==> config.mk <==
export PLATFORM = sky130hd
export DESIGN_NAME = axis_bram_xfer_sched
export DESIGN_NICKNAME = d
export VERILOG_FILES = /design/src/rtl/axis_bram_xfer_sched.sv
export SDC_FILE = /design/constraint.sdc
export NUM_CORES = 1
export LEC_CHECK = 0
export ABC_AREA = 1
export CAP_MARGIN = 20
export CORE_MARGIN = 2
export CORE_UTILIZATION = 45
export CTS_CLUSTER_SIZE = 25
export DETAILED_ROUTE_END_ITERATION = 10
export GPL_TIMING_DRIVEN = 0
export PLACE_DENSITY = 0.73
export SYNTH_ARGS = -nofsm -noshare
export SYNTH_HDL_FRONTEND = slang
export SYNTH_SLANG_ARGS = --single-unit
export TNS_END_PERCENT = 10
==> constraint.sdc <==
create_clock -name i_clk -period 2.7 [get_ports i_clk]
set_clock_uncertainty 0.05 [all_clocks]
set_input_delay 0.54 -clock i_clk [delete_from_list [all_inputs] [get_ports i_clk]]
set_output_delay 0.54 -clock i_clk [all_outputs]
set_load 0.05 [all_outputs]
==> src/rtl/axis_bram_xfer_sched.sv <==
// Command-queued scheduler driving one axis_bram adapter through write/read transfers.
// Optional watchdog abort is enabled by defining XFER_TIMEOUT_EN.
module axis_bram_xfer_sched #(
  parameter int BRAM_DEPTH     = 12,
  parameter int CMD_FIFO_AW    = 2,
  parameter int TIMEOUT_CYCLES = 1024
) (
  input  logic                  i_clk,
  input  logic                  i_rstn,
  input  logic                  i_cmd_valid,
  output logic                  o_cmd_ready,
  input  logic                  i_cmd_rw,
  input  logic [BRAM_DEPTH-1:0] i_cmd_bound,
  output logic                  o_adp_rw,
  output logic                  o_adp_addr_reload,
  output logic [BRAM_DEPTH-1:0] o_adp_bound_index,
  input  logic                  i_adp_bram_en,
  input  logic                  i_adp_tlast,
  input  logic                  i_m_axis_tready,
  output logic                  o_s_gate_en,
  output logic                  o_m_gate_en,
  output logic                  o_busy,
  output logic                  o_done_valid,
  input  logic                  i_done_ready,
  output logic                  o_done_rw,
  output logic [BRAM_DEPTH:0]   o_done_lines,
  output logic                  o_done_err
);
  localparam int                     FIFO_DEPTH = 1 << CMD_FIFO_AW;
  localparam logic [CMD_FIFO_AW:0]   CNT_FULL   = (CMD_FIFO_AW+1)'(FIFO_DEPTH);
  localparam logic [CMD_FIFO_AW:0]   CNT_ZERO   = {(CMD_FIFO_AW+1){1'b0}};
  localparam logic [CMD_FIFO_AW:0]   CNT_ONE    = {{CMD_FIFO_AW{1'b0}}, 1'b1};
  localparam logic [CMD_FIFO_AW-1:0] PTR_ZERO   = {CMD_FIFO_AW{1'b0}};
  localparam logic [CMD_FIFO_AW-1:0] PTR_ONE    = {{(CMD_FIFO_AW-1){1'b0}}, 1'b1};
  localparam logic [BRAM_DEPTH:0]    LINES_ZERO = {(BRAM_DEPTH+1){1'b0}};
  localparam logic [BRAM_DEPTH:0]    LINES_ONE  = {{BRAM_DEPTH{1'b0}}, 1'b1};
  localparam logic [BRAM_DEPTH:0]    LINES_MAX  = {(BRAM_DEPTH+1){1'b1}};

  typedef enum logic [2:0] {
    S_IDLE  = 3'd0,
    S_LOAD  = 3'd1,
    S_RUN   = 3'd2,
    S_DRAIN = 3'd3,
    S_DONE  = 3'd4
  } state_t;

  state_t                  r_state;
  state_t                  w_state_nxt;
  logic                    r_fifo_rw    [FIFO_DEPTH];
  logic [BRAM_DEPTH-1:0]   r_fifo_bound [FIFO_DEPTH];
  logic [CMD_FIFO_AW-1:0]  r_wr_ptr;
  logic [CMD_FIFO_AW-1:0]  r_rd_ptr;
  logic [CMD_FIFO_AW:0]    r_fifo_cnt;
  logic [CMD_FIFO_AW:0]    w_fifo_cnt_nxt;
  logic                    r_cmd_ready;
  logic                    w_push;
  logic                    w_pop;
  logic                    r_rw;
  logic [BRAM_DEPTH-1:0]   r_bound;
  logic [BRAM_DEPTH:0]     r_lines;
  logic                    r_drain;
  logic                    r_err;
  logic                    w_last_line;
  logic                    w_tlast_hs;
  logic                    w_timeout;

  assign w_push      = i_cmd_valid && r_cmd_ready;
  assign w_pop       = (r_state == S_IDLE) && (r_fifo_cnt != CNT_ZERO);
  assign w_last_line = i_adp_bram_en && (r_lines == {1'b0, r_bound});
  assign w_tlast_hs  = i_adp_tlast && i_m_axis_tready;
  assign o_cmd_ready = r_cmd_ready;

  always_comb begin
    w_fifo_cnt_nxt = r_fifo_cnt;
    case ({w_push, w_pop})
      2'b10:   w_fifo_cnt_nxt = r_fifo_cnt + CNT_ONE;
      2'b01:   w_fifo_cnt_nxt = r_fifo_cnt - CNT_ONE;
      default: w_fifo_cnt_nxt = r_fifo_cnt;
    endcase
  end

  // Ready is derived from the post-update count, so a pop never frees a slot in the same cycle.
  always_ff @(posedge i_clk) begin
    if (!i_rstn) begin
      r_wr_ptr    <= PTR_ZERO;
      r_rd_ptr    <= PTR_ZERO;
      r_fifo_cnt  <= CNT_ZERO;
      r_cmd_ready <= 1'b1;
    end else begin
      if (w_push) begin
        r_wr_ptr <= r_wr_ptr + PTR_ONE;
      end
      if (w_pop) begin
        r_rd_ptr <= r_rd_ptr + PTR_ONE;
      end
      r_fifo_cnt  <= w_fifo_cnt_nxt;
      r_cmd_ready <= (w_fifo_cnt_nxt != CNT_FULL);
    end
  end

  always_ff @(posedge i_clk) begin
    if (w_push) begin
      r_fifo_rw[r_wr_ptr]    <= i_cmd_rw;
      r_fifo_bound[r_wr_ptr] <= i_cmd_bound;
    end
  end

  always_ff @(posedge i_clk) begin
    if (!i_rstn) begin
      r_rw    <= 1'b0;
      r_bound <= {BRAM_DEPTH{1'b0}};
    end else if (w_pop) begin
      r_rw    <= r_fifo_rw[r_rd_ptr];
      r_bound <= r_fifo_bound[r_rd_ptr];
    end
  end

  always_ff @(posedge i_clk) begin
    if (!i_rstn) begin
      r_lines <= LINES_ZERO;
    end else if (r_state == S_LOAD) begin
      r_lines <= LINES_ZERO;
    end else if ((r_state == S_RUN) && i_adp_bram_en && (r_lines != LINES_MAX)) begin
      r_lines <= r_lines + LINES_ONE;
    end
  end

`ifdef XFER_TIMEOUT_EN
  localparam int                WDOG_W    = $clog2(TIMEOUT_CYCLES + 1);
  localparam logic [WDOG_W-1:0] WDOG_LAST = WDOG_W'(TIMEOUT_CYCLES - 1);
  logic [WDOG_W-1:0] r_wdog;

  // Idle-line watchdog: restarts on every line and whenever the FSM is outside RUN.
  always_ff @(posedge i_clk) begin
    if (!i_rstn) begin
      r_wdog <= {WDOG_W{1'b0}};
    end else if ((r_state != S_RUN) || i_adp_bram_en) begin
      r_wdog <= {WDOG_W{1'b0}};
    end else begin
      r_wdog <= r_wdog + WDOG_W'(1);
    end
  end

  assign w_timeout = (r_state == S_RUN) && !i_adp_bram_en && (r_wdog == WDOG_LAST);
`else
  // No watchdog in this build: a transfer never times out.
  assign w_timeout = (TIMEOUT_CYCLES < 0);
`endif

  always_ff @(posedge i_clk) begin
    if (!i_rstn) begin
      r_err   <= 1'b0;
      r_drain <= 1'b0;
    end else begin
      if (r_state == S_LOAD) begin
        r_err <= 1'b0;
      end else if (w_timeout) begin
        r_err <= 1'b1;
      end
      r_drain <= (r_state == S_DRAIN) ? ~r_drain : 1'b0;
    end
  end

  always_ff @(posedge i_clk) begin
    if (!i_rstn) begin
      r_state <= S_IDLE;
    end else begin
      r_state <= w_state_nxt;
    end
  end

  always_comb begin
    w_state_nxt = r_state;
    case (r_state)
      S_IDLE: begin
        if (w_pop) w_state_nxt = S_LOAD;
        else       w_state_nxt = S_IDLE;
      end
      S_LOAD: w_state_nxt = S_RUN;
      S_RUN: begin
        if (w_timeout)                         w_state_nxt = S_DONE;
        else if (r_rw ? w_last_line : w_tlast_hs) w_state_nxt = S_DRAIN;
        else                                   w_state_nxt = S_RUN;
      end
      // Two cycles let the adapter's index-update pipeline settle.
      S_DRAIN: begin
        if (r_drain) w_state_nxt = S_DONE;
        else         w_state_nxt = S_DRAIN;
      end
      S_DONE: begin
        if (i_done_ready) w_state_nxt = S_IDLE;
        else              w_state_nxt = S_DONE;
      end
      default: w_state_nxt = S_IDLE;
    endcase
  end

  always_comb begin
    o_adp_rw          = r_rw;
    o_adp_bound_index = r_bound;
    o_adp_addr_reload = 1'b0;
    o_s_gate_en       = 1'b0;
    o_m_gate_en       = 1'b0;
    o_busy            = 1'b1;
    o_done_valid      = 1'b0;
    o_done_rw         = 1'b0;
    o_done_lines      = LINES_ZERO;
    o_done_err        = 1'b0;
    case (r_state)
      S_IDLE:  o_busy = 1'b0;
      S_LOAD:  o_adp_addr_reload = 1'b1;
      S_RUN: begin
        o_s_gate_en = r_rw;
        o_m_gate_en = ~r_rw;
      end
      S_DRAIN: o_busy = 1'b1;
      S_DONE: begin
        o_done_valid = 1'b1;
        o_done_rw    = r_rw;
        o_done_lines = r_lines;
        o_done_err   = r_err;
      end
      default: o_busy = 1'b1;
    endcase
  end

endmodule
# After elaboration in Yosys (flattened, before gate mapping)
# Memories as Yosys holds them, arrays and structs flattened. A register that Yosys moved wholly into a read port is not among the register bits.
# Cells that the tools add are included.
# op_classes
n_reduce_logical	12
add_sub_neg	5
bitwise	3
mux	16
eq_ne	9
# ops
cell	n
$pmux W3 S5	1
$add A13 B1 Y13 const B	1
$eq A13 B12 Y1	1
$mux W13	1
$ne A13 B13 Y1 const B	1
$mux W1	11
$eq A3 B2 Y1 const B	2
$logic_and A1 B1 Y1	6
$mux W3	2
$pmux W3 S2	1
$add A2 B1 Y2 const B	2
$add A3 B1 Y3 const B	1
$eq A3 B1 Y1 const B	1
$eq A3 B3 Y1 const B	1
$logic_not A3 Y1	1
$ne A3 B3 Y1 const B	1
$not A1 Y1	3
$reduce_bool A3 Y1	1
$sub A3 B1 Y3 const B	1
$eq A2 B1 Y1 const B	1
$eq A2 B2 Y1 const B	1
$logic_not A1 Y1	2
$reduce_and A2 Y1	1
$reduce_or A2 Y1	1
# word_totals
wordCells	54
ramBits	52
memories	2
register_bits	25
# mem_list
memory	depth	width	read_ports	rd_clocked_by_memory_dff	wr	line_no	text
r_fifo_bound	4	12	1	1	1	50	logic [BRAM_DEPTH-1:0] r_fifo_bound [FIFO_DEPTH];
r_fifo_rw	4	1	1	1	1	49	logic r_fifo_rw [FIFO_DEPTH];

# Longest topological paths before layout
# Gate-level depths: netlist of run 1.
# logic_depth
word_depth	5
ltp_mapped	13
mapped_depth_nobuf	12

# Worst setup path after synthesis of run 1
# OpenSTA, ideal clock, no wires.
# synth_path
path_kind	flip-flop to flip-flop
startpoint	register r_state[0]
endpoint	register r_lines[0]
period_less_slack_ps	2277
stages_incl_launch_ff	7
t_required_ps	2525
path_slack_ps	423
t_arrival_ps	2102
setup_ps	125
cell_sequence	dfxtp_1 > inv_1 > nor3_1 > inv_1 > nand2_1 > buf_2 > a21oi_2
# synth_between
elab_chain_len	3
elab_cells_between_ends	5
classes_between	2 x eq/ne; 3 x reduce/logical
# synth_lines
item	line_no	text
start: declaration	47	state_t r_state;
start signal: assignment	168	r_state <= w_state_nxt;
$eq A3 B2 Y1	123	end else if ((r_state == S_RUN) && i_adp_bram_en && (r_lines != LINES_MAX)) begin
$logic_and A1 B1 Y1 (2 in a row)	123	
end signal: assignment	124	r_lines <= r_lines + LINES_ONE;
end: declaration	60	logic [BRAM_DEPTH:0] r_lines;
# Several ways; a longest one is shown, not always the timed one.
# A chain may end at the register's enable or synchronous reset.

# Worst setup path after layout of run 1
# layout_path
startpoint	register r_state[2]
endpoint	output o_s_gate_en
# layout_between
elab_chain_len	2
# layout_lines
item	line_no	text
$eq A3 B2 Y1	209	case (r_state)
$mux W1	209	
end: declaration	20	output logic o_s_gate_en,
# No other way between the ends.

==> metrics.txt, run 1 <==
# hold bufs at CTS 0; top_reg_cell synth edfxtp_1; top post-synthesis cells by area edfxtp_1 38%, dfxtp_1 19%, nor2_1 8.9%, nand2_1 8.2%, o21ai_0 5.2%; Post-Syn Instances roughly 460; type of destination of the critical path output port; Critical R2R Launch r_state[1]; period utilisation layout 96.2%; initial antenna violation count 0; Post-synth ARST share 0%; top layer in use met4; fillers roughly 800; Final GP Congestion 0.875; Worst Tran Pin Value roughly 800 ps; area delta synth->final 22.3%; CTS H-tree lvls 3; end of the critical path o_s_gate_en; Final setup viols 0; DP Worst Slack -78.6 ps; first-pass GRT wire length 14.9 mm; Req. time, crit path 2110 ps; worst reg2reg path depth 11; reg2reg end o_cmd_ready; pwr/cell area between 900 and 1000 nW/um^2; Pre-antenna DRT Iters 5; row count 34; f_max roughly 0.38 GHz; Clock Path Buffers 2; DR WL met3 around 380 um; setup ws final 102 ps; CTS tree done; Hold Vio Cnt, Final 0; Final ANT Viol Nets 0; Vias/cell 5.05; Worst slew margin 47.9%; Chip Width 99.2 um; Yosys Warn Count 0; Unique masters post-synth 33; RSZ-0062 raised after global routing no; count leader, synth nor2_1; crit path time final approximately 2600 ps; Fin Hold WS 449 ps; CP arrival 2010 ps; syn avg cell area 8.84 um^2; largest net degree at the start of global routing 17; Lkg Pwr between 1.5 and 2 nW; worst hold path class reg2reg; share of cells above drive strength 1 11.1%; #FFs+latches synth 90; synth cell count leaders 97 x nor2_1, 89 x nand2_1, 52 x edfxtp_1; VDD IR max 0.000496 V; core area roughly 9000 um^2; critical path class reg2out; worst skew pair latency 360 ps; Num CTS Buffers 9; Post-synth EDFFs 52; vias in the first global route just over 3k; vias roughly 3.2k; crit start category register; GRT overflow 0; Final Slew Violations 0; Initial DRC Count 121; Total GRT Usage around 19%; status finished clean; Die Area 9830 um^2; Worst Path Max Fanout 5; Tot Pwr 4.57 mW; met2 wire length 4.67 mm; die height 99.2 um; I/O pins between 50 and 60; routed len/inst 14.3 um; Root Driver clkbuf_8; Detail Placement HPWL ~6.7 mm; DR DRC count 0; fin nets 555; CTS sink count 90; crit path from r_state[2]; number of port buffers 52; r2r setup slk 210 ps; Starting Density 46.5%; ant diodes 0; Synthesized Nets 488; Total Wirelength a little over 9 mm; WHS Path Cells 2; maxcap violations 0; Reg clk slew, reported paths 100 ps; top-area cell type share of the netlist area 38.3%; Syn Std Cell Area 4080 um^2; Yosys top cell by area edfxtp_1; WL met1 4.01 mm; post-synthesis sequential area ratio a little under three fifths
==> how the worst min path moves through the flow <==
stage / start / endpoint
2_1_floorplan: r_fifo_cnt[2] / r_fifo_cnt[2]
3_3_place_gp: r_fifo_cnt[2] / r_fifo_cnt[2]
3_5_place_dp: r_drain / r_state[2]
4_1_cts: r_fifo_cnt[2] / r_fifo_cnt[2]
5_1_grt: r_fifo_cnt[2] / r_fifo_cnt[2]
6_report: r_drain / r_state[2]
==> worst max-delay path, stage by stage (launching register included) <==
cell	delay (ps)
dfxtp_1	350
inv_2	120
nand3_2	150
nor2_1	200
clkdlybuf4s50_1	830
==> state kept, by name (all words and copies together), names as in the netlist <==
| signal | flops |
|---|---|
| r_lines | 13 |
| r_fifo_cnt | 3 |
| o_cmd_ready | 1 |
| o_adp_bound_index | 12 |
| r_drain | 1 |
| r_rd_ptr | 2 |
| o_adp_rw | 1 |
| r_state | 3 |
| r_fifo_bound | 48 |
| r_fifo_rw | 4 |
| r_wr_ptr | 2 |
==> where the power goes <==
group | leakage (nW) | switching, mW | internal (mW)
sequential | 0.788 | 0.152 | 1.67
combinational | 0.937 | 1.22 | 0.588
clock | 0.0954 | 0.493 | 0.441
total | 1.82 | 1.87 | 2.70
==> through the flow <==
| stage | TNS (ps) | instances | area, um^2 | utilization, % |
|---|---|---|---|---|
| 2_1_floorplan | 0 | 461 | 4080 | - |
| 3_3_place_gp | -136 | 621 | 4730 | 54.0 |
| 5_1_grt | 0 | 641 | 4980 | 56.9 |
| 4_1_cts | -17.1 | 641 | 4980 | 56.9 |
| 3_5_place_dp | -255 | 625 | 4780 | 54.5 |
| 6_report | 0 | 641 | 4980 | 56.9 |
==> kinds of logic after synthesis <==
group | count (synthesis) | share of synthesized area [%]
xor gates and xnor gates | 9 | 1.93
buffers and inverters | 65 | 6.45
other | 1 | 0.0920
AOI/OAI and AO/OA | 81 | 11.4
adders and majority gates | 7 | 2.33
and+or+nand+nor | 208 | 20.8
DFF | 90 | 57.0
==> cell usage in the layout, fill, tap and decap left out, types with 3 or more instances in the layout <==
master	Yosys	layout
xor2_1	7	7
o21ai_0	42	42
ha_1	6	6
nand3_1	6	6
buf_2	3	3
clkbuf_1	9	9
a21oi_2	10	10
inv_2	3	3
o21ai_1	3	3
dlygate4sd2_1	0	5
clkdlybuf4s15_2	0	8
edfxtp_1	52	52
dfxtp_1	38	38
nor2_1	97	96
nand4_1	6	6
nand2_1	89	88
clkdlybuf4s50_1	0	37
buf_6	1	5
clkbuf_8	0	9
inv_1	45	45
a21oi_1	11	11
o22ai_1	13	13
==> timing repair <==
action,CTS,global route
endpoints found under the setup margin,15,11
buffers inserted,0,0
resized for setup,34,3
==> metal layers <==
metal / GRT usage (%) / vias up
met1: 24.0 / 1512
li1: - / 1642
met2: 33.9 / 76
met3: 4.64 / 8
met4: 5.48 / 0
met5: 0 / -
==> final cells by class <==
class | instances | area, um^2 | share of cell area (%)
plain buffers | 16 | 80.1 | 1.61
repair buffers | 56 | 564 | 11.3
well taps | 108 | 135 | 2.71
inverters | 49 | 184 | 3.69
multi-input cells | 306 | 1500 | 30.0
flip-flops and latches | 90 | 2320 | 46.6
clock buffers | 10 | 128 | 2.56
clock inverters | 6 | 73.8 | 1.48
(Power assumes the default switching activity.)
==> inputs of run 2 (changes only) <==
- CORE_MARGIN: 2 -> 5
==> metrics.txt, run 2 (synthesized netlist as in run 1, its figures left out) <==
Final ANT Viol Nets 0 (unchanged); Pre-antenna DRT Iters 4 (-1); worst skew pair latency 360 ps (about the same); Inst Count DP 625 (unchanged); Num CTS Buffers 9 (unchanged); crit path time final 2600 ps (+1.68 ps); critical path class reg2out; Fin Hold WS 451 ps (+1.42 ps); Die Area 11100 um^2 (+12%); max reg flops 48 (unchanged); CTS sink count 90 (unchanged); Req. time, crit path 2110 ps (about the same); crit start category register; CTS H-tree lvls 3 (unchanged); share of cells above drive strength 1 11.3% (+0.19 points); VDD IR max 0.000514 V (+3.8%); Clock Path Buffers 2 (unchanged); Final GP Congestion 0.885 (+1.2%); Switching Fraction 42.0% (+1.1 points); CP arrival 2010 ps (about the same); Lkg Pwr 1.82 nW (about the same); worst hold path class reg2reg; Total GRT Usage 17.3% (-2.1 points); Total Wirelength 9.52 mm (+3.9%); period utilisation layout 96.3% (about the same); slowest stage cell, crit path clkdlybuf4s15_2; vias in the first global route 3149 (+1.0%); initial antenna violation count 0 (unchanged); fin nets 555 (unchanged); row count 34 (unchanged); DR DRC count 0 (unchanged); ant diodes 0 (unchanged); Most flops, register r_fifo_bound; maxcap violations 0 (unchanged); status finished clean; Final Slew Violations 0 (unchanged); power share of the combinational group 40.2% (+0.5 points); # hold bufs at CTS 0 (unchanged); Worst slew margin 46.4% (-1.5 points); pwr/cell area 911 nW/um^2 (-0.65%); Detail Placement HPWL 7.05 mm (+5.5%); Root Driver clkbuf_8; setup ws final 100 ps (-1.68 ps); Final setup viols 0 (unchanged); Cell Area, Placed 4780 um^2 (unchanged); core area 8760 um^2 (unchanged); Reg clk slew, reported paths 100 ps (about the same); Starting Density 46.5% (unchanged); largest net degree at the start of global routing 19 (+2); power share of the clock group 19.5% (-1.0 points); sequential power share 40.3% (+0.4 points); vias 3247 (+0.28%); Worst Tran Pin Value 800 ps (+22.1 ps); I/O pins 54 (unchanged); CP max stage delay 400 ps (-430 ps); f_max 0.385 GHz (about the same); die height 105 um (+6.1%); post-route cell area 4960 um^2 (-0.35%); Worst Path Max Fanout 10 (+5); Hold Vio Cnt, Final 0 (unchanged); first-pass GRT wire length 15.4 mm (+3.4%); Initial DRC Count 191 (+58%); P_sw 1.90 mW (+1.7%); routed len/inst 14.9 um (+3.9%); RSZ-0062 raised after global routing no; most common cell after layout, fill and taps aside nor2_1; number of port buffers 52 (unchanged); most frequent cells in the layout 96 x nor2_1, 89 x nand2_1, 52 x edfxtp_1; CTS tree done; CP cell instances nor2_2, nand2_1, clkbuf_2, nor2_1, clkdlybuf4s15_2; type of destination of the critical path output port; fin cells 641 (unchanged); GRT overflow 0 (unchanged); postcts setup bufs 0 (unchanged); Vias/cell 5.07 (+0.28%); area delta synth->final 21.8%; Chip Width 105 um (+6.1%); DP Worst Slack -57.2 ps (+21.5 ps); Internal Power 2.62 mW (-2.9%)
## run 2: cell count changes in the layout (fill, tap and decap cells not counted), sizes merged
cell | previous run | this run
clkbuf | 20 | 21
buf | 11 | 10
clkinvlp | 2 | 1
inv | 51 | 53
bufinv | 1 | 0
clkinv | 1 | 2
clkdlybuf4s15 | 9 | 8
## run 2: repair_timing
item	4_1_cts	5_1_grt
gates resized for setup	34	4
endpoints found under the setup margin	15	12
hold endpoints to repair	0	0
## run 2: worst paths after layout
kind / start / end / slack (ps) / cells after the start
max: r_state[1] / o_done_lines[4] / 100 / 5
max reg2reg: r_state[1] / o_cmd_ready / 250 / 11
min reg2reg: r_lines[12] / r_lines[12] / 450 / 2
min: r_lines[12] / r_lines[12] / 450 / 2
## run 2: worst max-delay path: cells and delay by family (launching register included)
family | cells | cell delay (ps)
flip-flops | 1 | 370
buffers and inverters | 2 | 690
AND/OR/NAND/NOR | 3 | 580
## run 2: through the flow
step / util [%] / power (mW) / TNS [ps]
2_1_floorplan: - / 3.08 / 0
3_3_place_gp: 54.0 / 3.59 / -134
3_5_place_dp: 54.5 / 3.67 / -145
4_1_cts: 56.7 / 4.55 / -32.0
5_1_grt: 56.7 / 4.81 / 0
6_report: 56.7 / 4.52 / 0
## run 2: cell type report
| class | count | area (um^2) |
|---|---|---|
| Clock inverter | 7 | 65.1 |
| Clock buffer | 9 | 124 |
| Inverter | 49 | 184 |
| Multi-Input combinational cell | 306 | 1490 |
| Timing Repair Buffer | 56 | 559 |
| Fill cell | 801 | 3800 |
| Sequential cell | 90 | 2320 |
| Tap cell | 108 | 135 |
| Buffer | 16 | 82.6 |
## run 2: metal layers
metal | global-route usage [%] | share of wire [%] | vias to the layer above
met1 | 20.1 | 41 | 1518
met2 | 31.8 | 53 | 83
met3 | 3.21 | 4.5 | 12
met5 | 0 | 0 | -
met4 | 5.75 | 1.5 | 0
li1 | - | - | 1634
## run 2: power groups by stage
stage / sequential [mW] / clock [mW] / combinational, mW
after floorplan: 2.04 / 0 / 1.04
final: 1.82 / 0.882 / 1.82
after detailed placement: 1.85 / 0 / 1.82
after global placement: 1.84 / 0 / 1.75
after global routing: 1.85 / 0.947 / 2.01
after CTS: 1.82 / 0.903 / 1.82
